### config.mk
export PLATFORM = sky130hd
export DESIGN_NAME = prod_accum
export DESIGN_NICKNAME = d
export VERILOG_FILES = /design/src/rtl/prod_accum.sv
export SDC_FILE = /design/constraint.sdc
export NUM_CORES = 1
export LEC_CHECK = 0
export ABC_CLOCK_PERIOD_IN_PS = 2800
export CORE_MARGIN = 2
export CORE_UTILIZATION = 31
export CTS_CLUSTER_DIAMETER = 120
export DETAILED_ROUTE_END_ITERATION = 8
export GPL_TIMING_DRIVEN = 0
export SLEW_MARGIN = 20
export SYNTH_ARGS = -nofsm -noshare
export SYNTH_HDL_FRONTEND = slang
export SYNTH_SLANG_ARGS = --single-unit
### constraint.sdc
create_clock -name clk1 -period 2.8 [get_ports clk1]
set_clock_uncertainty 0.05 [all_clocks]
set_input_delay 0.56 -clock clk1 [delete_from_list [all_inputs] [get_ports clk1]]
set_output_delay 0.56 -clock clk1 [all_outputs]
set_load 0.05 [all_outputs]
### src/rtl/prod_accum.sv
// Frame accumulator for a signed product stream: sums N products per frame with saturation
// and presents each frame result through a valid/ready output register.
module prod_accum #(
    parameter int unsigned PW = 8,
    parameter int unsigned AW = 16,
    parameter int unsigned N  = 4,
    localparam int unsigned CW = $clog2(N)
) (
    input  logic          clk1,
    input  logic          rst_n,
    input  logic          clr,
    input  logic          in_valid,
    input  logic [PW-1:0] y,
    output logic          in_ready,
    output logic          out_valid,
    input  logic          out_ready,
    output logic [AW-1:0] sum,
    output logic          ovf,
    output logic [CW-1:0] cnt
);

    localparam logic [CW-1:0] LastCnt = CW'(N - 1);
    localparam logic [AW-1:0] SatMax  = {1'b0, {(AW - 1){1'b1}}};
    localparam logic [AW-1:0] SatMin  = {1'b1, {(AW - 1){1'b0}}};

    logic [AW-1:0] acc_q, acc_d;
    logic [CW-1:0] cnt_q, cnt_d;
    logic          acc_ovf_q, acc_ovf_d;
    logic          out_valid_q, out_valid_d;
    logic [AW-1:0] sum_q, sum_d;
    logic          ovf_q, ovf_d;

    logic          last;
    logic          accept;
    logic [AW:0]   acc_ext;
    logic [AW:0]   y_ext;
    logic [AW:0]   add_ext;
    logic [AW-1:0] sat_val;
    logic          new_ovf;

    assign last     = (cnt_q == LastCnt);
    // Stall only the frame-closing product while the previous result is still held.
    assign in_ready = !(last && out_valid_q && !out_ready);
    assign accept   = in_valid && in_ready && !clr;

    // One guard bit above the accumulator exposes overflow as a sign-bit disagreement.
    assign acc_ext = {acc_q[AW-1], acc_q};
    assign y_ext   = {{(AW + 1 - PW){y[PW-1]}}, y};
    assign add_ext = acc_ext + y_ext;

    always_comb begin
        new_ovf = 1'b0;
        sat_val = add_ext[AW-1:0];
        if (add_ext[AW] != add_ext[AW-1]) begin
            new_ovf = 1'b1;
            sat_val = add_ext[AW] ? SatMin : SatMax;
        end
    end

    always_comb begin
        acc_d       = acc_q;
        cnt_d       = cnt_q;
        acc_ovf_d   = acc_ovf_q;
        sum_d       = sum_q;
        ovf_d       = ovf_q;
        out_valid_d = out_valid_q;

        if (out_valid_q && out_ready) begin
            out_valid_d = 1'b0;
        end

        if (clr) begin
            acc_d     = '0;
            cnt_d     = '0;
            acc_ovf_d = 1'b0;
        end else if (accept) begin
            if (last) begin
                sum_d       = sat_val;
                ovf_d       = acc_ovf_q | new_ovf;
                out_valid_d = 1'b1;
                acc_d       = '0;
                cnt_d       = '0;
                acc_ovf_d   = 1'b0;
            end else begin
                acc_d     = sat_val;
                cnt_d     = cnt_q + CW'(1);
                acc_ovf_d = acc_ovf_q | new_ovf;
            end
        end
    end

    always_ff @(posedge clk1 or negedge rst_n) begin
        if (!rst_n) begin
            acc_q       <= '0;
            cnt_q       <= '0;
            acc_ovf_q   <= 1'b0;
            out_valid_q <= 1'b0;
            sum_q       <= '0;
            ovf_q       <= 1'b0;
        end else begin
            acc_q       <= acc_d;
            cnt_q       <= cnt_d;
            acc_ovf_q   <= acc_ovf_d;
            out_valid_q <= out_valid_d;
            sum_q       <= sum_d;
            ovf_q       <= ovf_d;
        end
    end

    assign out_valid = out_valid_q;
    assign sum       = sum_q;
    assign ovf       = ovf_q;
    assign cnt       = cnt_q;

endmodule

==> key figures <==
Pwr
  • Int Power: 1610 uW
  • Total Power: 2960 uW
  • Net Sw Power: 1350 uW
  • Seq pwr share: 25.7%
  • Sw Share: 45.7%
  • Leakage: 0.00136 uW
  • Clock power frac: 13.5%
  • PwrDens: 861 nW/um2
  • Peak VDD IR: 436 uV
  • Comb power frac: 60.8%

Critical path
  • WS Path Type: input port to flip-flop
  • Worst endpoint required time: 2.91 ns
  • CP startpoint kind: input port
  • Worst Path Max Fanout: 10
  • CP Capture Type: flip-flop
  • WP data arrival: 2.90 ns

Die
  • Initial Utilization: 31.9%
  • Rows: 32
  • Core Area: 7730 um2
  • Top-Level Pins: 34
  • Die Y: 93.1 um
  • Die area: 8680 um2
  • DIE WIDTH: 93.1 um

Clocking
  • Hold-fix buffers at CTS: 0
  • Clock H-tree levels: 2
  • Clock tree sinks: 37
  • CTS clk-pin slew, worst paths: 0.08 ns
  • Max clock buf depth: 2
  • Num CTS Buffers: 5
  • CTS tree: done
  • Root Driver: clkbuf_8
  • Clock Latency Late Sink: 0.30 ns

GRT
  • Total grt overflow: 0
  • Antenna violations before repair: 0
  • Largest net degree at the start of global routing: 27
  • Gr usage total: 16.4%
  • Wire length of the first global-routing pass: 11300 um
  • Vias in the first global route: 2265

STA
  • Final setup violation count: 0
  • Worst Max-Slew Pin Slew: 0.635 ns
  • Slew margin rel.: 57.7%
  • Final slew viol count: 0
  • Fin crit period: 2.79 ns
  • Tcrit/Tclk final: 99.5%
  • Fmax: 0.359 GHz
  • Fin. Hold Viols: 0

Synthesis
  • Synth cell types: 51
  • Post-synth top flop: dfrtp_1
  • Yosys warnings: 0
  • Number of synthesized flops with an enable pin: 0
  • Yosys reg bits: 37
  • Syn_nets: 284
  • Syn Std Cell Area: 2460 um2
  • Syn Area/Cell: 9.74 um2
  • Register area share after synthesis: 37.6%
  • Syn Inst Count: 253
  • Post-synth ARST share: 100%

Finish
  • Design Area, Final: 3440 um2
  • Most frequent cells in the layout: nand2_1 (42), dfrtp_1 (37), clkdlybuf4s50_1 (29), o31ai_1 (28), a21oi_1 (15)
  • Share of post-route cells with drive strength above 1: 25.2%
  • Nets: 340
  • Commonest non-fill, non-tap cell in the layout: nand2_1
  • Non-Filler Instances: 412
  • Ant diodes: 0
  • Syn-to-layout area delta: 39.6%

Routing
  • WL per Instance: 16.4 um
  • Via count: 2215
  • Post-route ant nets: 0
  • DRT iter0 DRCs: 90
  • DRC: 0
  • Post-Route WL: 6750 um
  • Avg Vias per Cell: 5.38
  • Drt first pass iters: 4

Run status
  • Status: complete, no violations

Place
  • Placed standard-cell area: 2940 um2
  • # port buffers: 33
  • Post-DP HPWL: 4720 um
  • Routability cong.: 0.878
  • Cells after DPL: 389

Hold path
  • HP Class: input port to async pin

Job
  • Max-Cap Viols: 0
-- registers in the layout, indices dropped and copies added (netlist names) --
signal,count
acc_q,16
sum,16
cnt,2
acc_ovf_q,1
out_valid,1
ovf,1
-- cell families after synthesis --
logic type               synth area share [%]
AND/OR/NAND/NOR                          12.2
XOR/XNOR                                 3.56
adder cells (fa/ha/maj)                  9.45
AO/OA/AOI/OAI                            32.4
flip-flops                               37.6
buffers and inverters                    4.82
-- routing by layer --
layer / share of wire [%] / vias to the layer above / GRT usage [%]
met2: 48 / 49 / 27.3
met1: 47 / 1076 / 22.2
met4: 1.5 / 0 / 6.00
met5: 0 / - / 0
li1: - / 1083 / -
met3: 3.8 / 7 / 1.77
-- final cells by class --
class	instances	area, um2
fill	712	4290
multi-input combinational	200	1710
sequential	37	926
timing repair buffer	48	454
tap	102	128
buffer	16	121
clock buffer	6	82.6
clock inverter	2	13.8
inverter	1	3.75
-- stage by stage --
| step | hold WS, ns | utilization (%) | setup TNS (ns) | worst slack (ns) |
|---|---|---|---|---|
| 6_report | 0.0827 | 44.5 | 0 | 0.0139 |
| 5_1_grt | 0.103 | 44.5 | -0.0637 | -0.0239 |
| 4_1_cts | 0.0852 | 42.9 | 0 | 0.00679 |
| 3_5_place_dp | 0.411 | 38.0 | -22.18 | -0.734 |
| 3_3_place_gp | 0.418 | 37.8 | -22.47 | -0.745 |
| 2_1_floorplan | 0.214 | - | 0 | 0.100 |
-- Yosys cell counts (all sizes together) (4+ instances only) --
cell type | number | area [um2]
dfrtp | 37 | 926
xnor2 | 8 | 70.1
o31ai | 30 | 225
nand2 | 42 | 158
ha | 17 | 213
a31oi | 13 | 81.3
clkbuf | 6 | 22.5
a21oi | 18 | 113
or3 | 4 | 25.0
a21o | 5 | 37.5
a211oi | 5 | 42.5
buf | 10 | 92.6
o211ai | 5 | 42.5
o21ai | 12 | 75.1
-- power by group through the flow --
stage	Sequential, uW	Combinational, uW	Clock (uW)
global route	777	1920	430
floorplan	983	803	0
global placement	758	1410	0
CTS	752	1690	408
detailed placement	759	1430	0
finish	760	1800	399
-- timing repair --
action	CTS	global route
setup buffers	11	2
endpoints found under the setup margin	34	32
endpoints found under the hold margin	0	0
pin swaps	13	9
gates cloned	2	0
resized for setup	33	20
-- critical path: stages --
cell and delay, ns:
clkdlybuf4s50_1 0.51, ha_4 0.23, o21a_1 0.17, o211ai_1 0.20
buf_4 0.17, a211oi_4 0.05, or3_1 0.34, buf_6 0.16
buf_8 0.16, a32oi_4 0.26, o31ai_1 0.10
-- worst paths after layout --
kind | depth (start not counted) | slack [ns] | end | start
worst max-delay path | 11 | 0.01 | acc_q[13] | y[5]
worst min-delay path | 1 | 0.08 | acc_q[2] | rst_n
worst max register to register | 10 | 0.21 | acc_q[13] | acc_q[10]
worst min register to register | 2 | 0.44 | sum[10] | sum[10]
max in group asynchronous | 2 | 2.18 | out_valid | rst_n
min in group clk1 | 2 | 0.44 | sum[10] | sum[10]
Power figures use the tool's default switching activity.
==> variant: new RTL, same settings <==
Reset style: synchronous (`rst_n`), changed in one clocked block.
--- a/src/rtl/prod_accum.sv
+++ b/src/rtl/prod_accum.sv
@@ -89,7 +89,7 @@
         end
     end
 
-    always_ff @(posedge clk1 or negedge rst_n) begin
+    always_ff @(posedge clk1) begin
         if (!rst_n) begin
             acc_q       <= '0;
             cnt_q       <= '0;
Function: differs if rst_n is asserted again (counterexample within 4 cycles, from zero or initial values and one cycle with rst_n low); with rst_n held inactive, the same outputs for 4 cycles.
==> variant against the original RTL <==
  * Wire length is 9.9% lower
  * Synthesized area is 8.4% lower
  * Via count is 5.0% lower
  * Sequential cell count stayed put
  * Global-route usage is 0.46 points lower
  * Design area is 11% lower
  * Critical endpoint is now acc_q[13]
  * Setup slack better by 0.11 ns
  * Synthesized cell count is 6.3% higher
Power is not compared: it rests on default switching activity, and its combinational part moved more than twofold at a synthesized area within 25%.
==> variant: results (changes against the original RTL) <==
* Status: complete, no violations (unchanged)
* Number of placed instances, taps included at 400 (was 389)
* Initial detailed-routing violation count at 53 (was 90)
* Syn nets at 300 (was 284)
* Layout Nets at 349 (was 340)
* Met2 routed WL at 3000 um (was 3210 um)
* Final Non-Filler Cells at 418 (was 412)
* RR Startpoint: acc_q[9] (was acc_q[10])
* GRT Total Usage at 16.0% (was 16.4%)
* CTS root buf: clkbuf_8 (unchanged)
* Drt drc at 0 (unchanged)
* Worst R2R Setup Slack at 0.27 ns (was 0.21 ns)
* Area contributors post-synth: dfxtp_1 33%, ha_1 9.4%, a21oi_1 7.1% (was dfrtp_1 38%, o31ai_1 9.1%, ha_1 8.6%)
* Adder-cell area share of the yosys netlist at 12.1% (was 9.45%)
* Compound-Gate Fraction of Synth Area at 31.3% (was 32.4%)
* Num CTS Buffers at 5 (unchanged)
* Top cells by count, synth: 37 x dfxtp_1, 32 x a21oi_1, 28 x o21ai_0 (was 42 x nand2_1, 37 x dfrtp_1, 30 x o31ai_1)
* Worst skew pair latency at a little under 0.3 ns
* Post-synthesis cell count at 269 (was 253)
* Met3 GRT Util at 2.77% (was 1.77%)
* Max-slew violation count at 0 (unchanged)
* Critical path origin: y[5] (unchanged)
* R2r endpoint: acc_q[13] (unchanged)
* Max FO, Critical Path at 5 (was 10)
* First-pass GRT wire length at 9770 um (was 11300 um)
* Largest net degree at the start of global routing at 12 (was 27)
* Met3 wire len at 194 um (was 256 um)
* XOR/XNOR Fraction of Synth Area at 5.04% (was 3.56%)
* Largest family of logic cells by synthesized area: compound AO/OA/AOI/OAI gates (unchanged)
* Synth Flop Type: dfxtp_1 (was dfrtp_1)
* Post-Place Setup Slack at -0.936 ns (was -0.734 ns)
* Placer Congestion at 0.871 (was 0.878)
* Met2 GRT Util at 27.2% (was 27.3%)
* Post-synthesis cell type count at 48 (was 51)
* Worst IR Drop VDD at about 0.00027 V
* M1 wire length at 2800 um (was 3180 um)
* WP data arrival at 2.78 ns (was 2.90 ns)
* Final Cycle Share at 95.5% (was 99.5%)
* Routing usage on met1 at 20.7% (was 22.2%)
* DP Area at 0.00270 mm2 (was 0.00294 mm2)
* Clock-pin slew on the worst setup and hold paths at 0.06 ns (was 0.08 ns)
* Multiplexer share of the synthesized area at 0% (unchanged)
* Initial antenna violation count at 0 (unchanged)
* TritonRoute pass-1 iters at 4 (unchanged)
* FFs w/ async S/R, synth at 0% (was 100%)
* Port buffer count at 32 (was 33)
* R2R depth at 9 (was 10)
* CTS max path bufs at 2 (unchanged)
* DP HPWL at 4320 um (was 4720 um)
* DR vias at 2105 (was 2215)
* WHS at 0.416 ns (was 0.0827 ns)
* Register area share after synthesis at 32.8% (was 37.6%)
* Type of the worst min-delay path: register to register (was input port to async pin)
* Share of cells above drive strength 1 at 18.2% (was 25.2%)
* Wire length per cell at 14.5 um (was 16.4 um)
* Slew @ Worst Pin at 0.592 ns (was 0.635 ns)
## variant: repair_timing
action | 4_1_cts | 5_1_grt
buffers inserted | 8 | 2
pin swaps | 17 | 5
resized for setup | 50 | 7
setup endpoints to repair | 33 | 32
cloned | 1 | 0
## variant: cell type report
type	instances	area [um2]
multi-input cells	213	1640
clock buffers	6	72.6
repair buffers	42	392
clock inverters	2	10.0
flip-flops and latches	37	741
inverters	9	33.8
plain buffers	10	55.1
fillers	714	4070
well taps	99	124
## variant: worst max-delay path, stage by stage
cell and delay (ns):
dlygate4sd2_1 0.27, ha_4 0.23, buf_4 0.15, a21o_1 0.19
a211oi_1 0.26, nand2_1 0.17, a211o_4 0.39, a21oi_4 0.20
buf_6 0.15, o21a_1 0.15, o21ai_1 0.06
## variant: power by group
part           internal (mW)  total (mW)  leakage (nW)  switching [mW]
sequential             0.536       0.545         0.299         0.00897
clock                  0.173       0.362        0.0450           0.190
combinational          0.161       0.344         0.773           0.184
total                  0.869        1.25          1.12           0.382
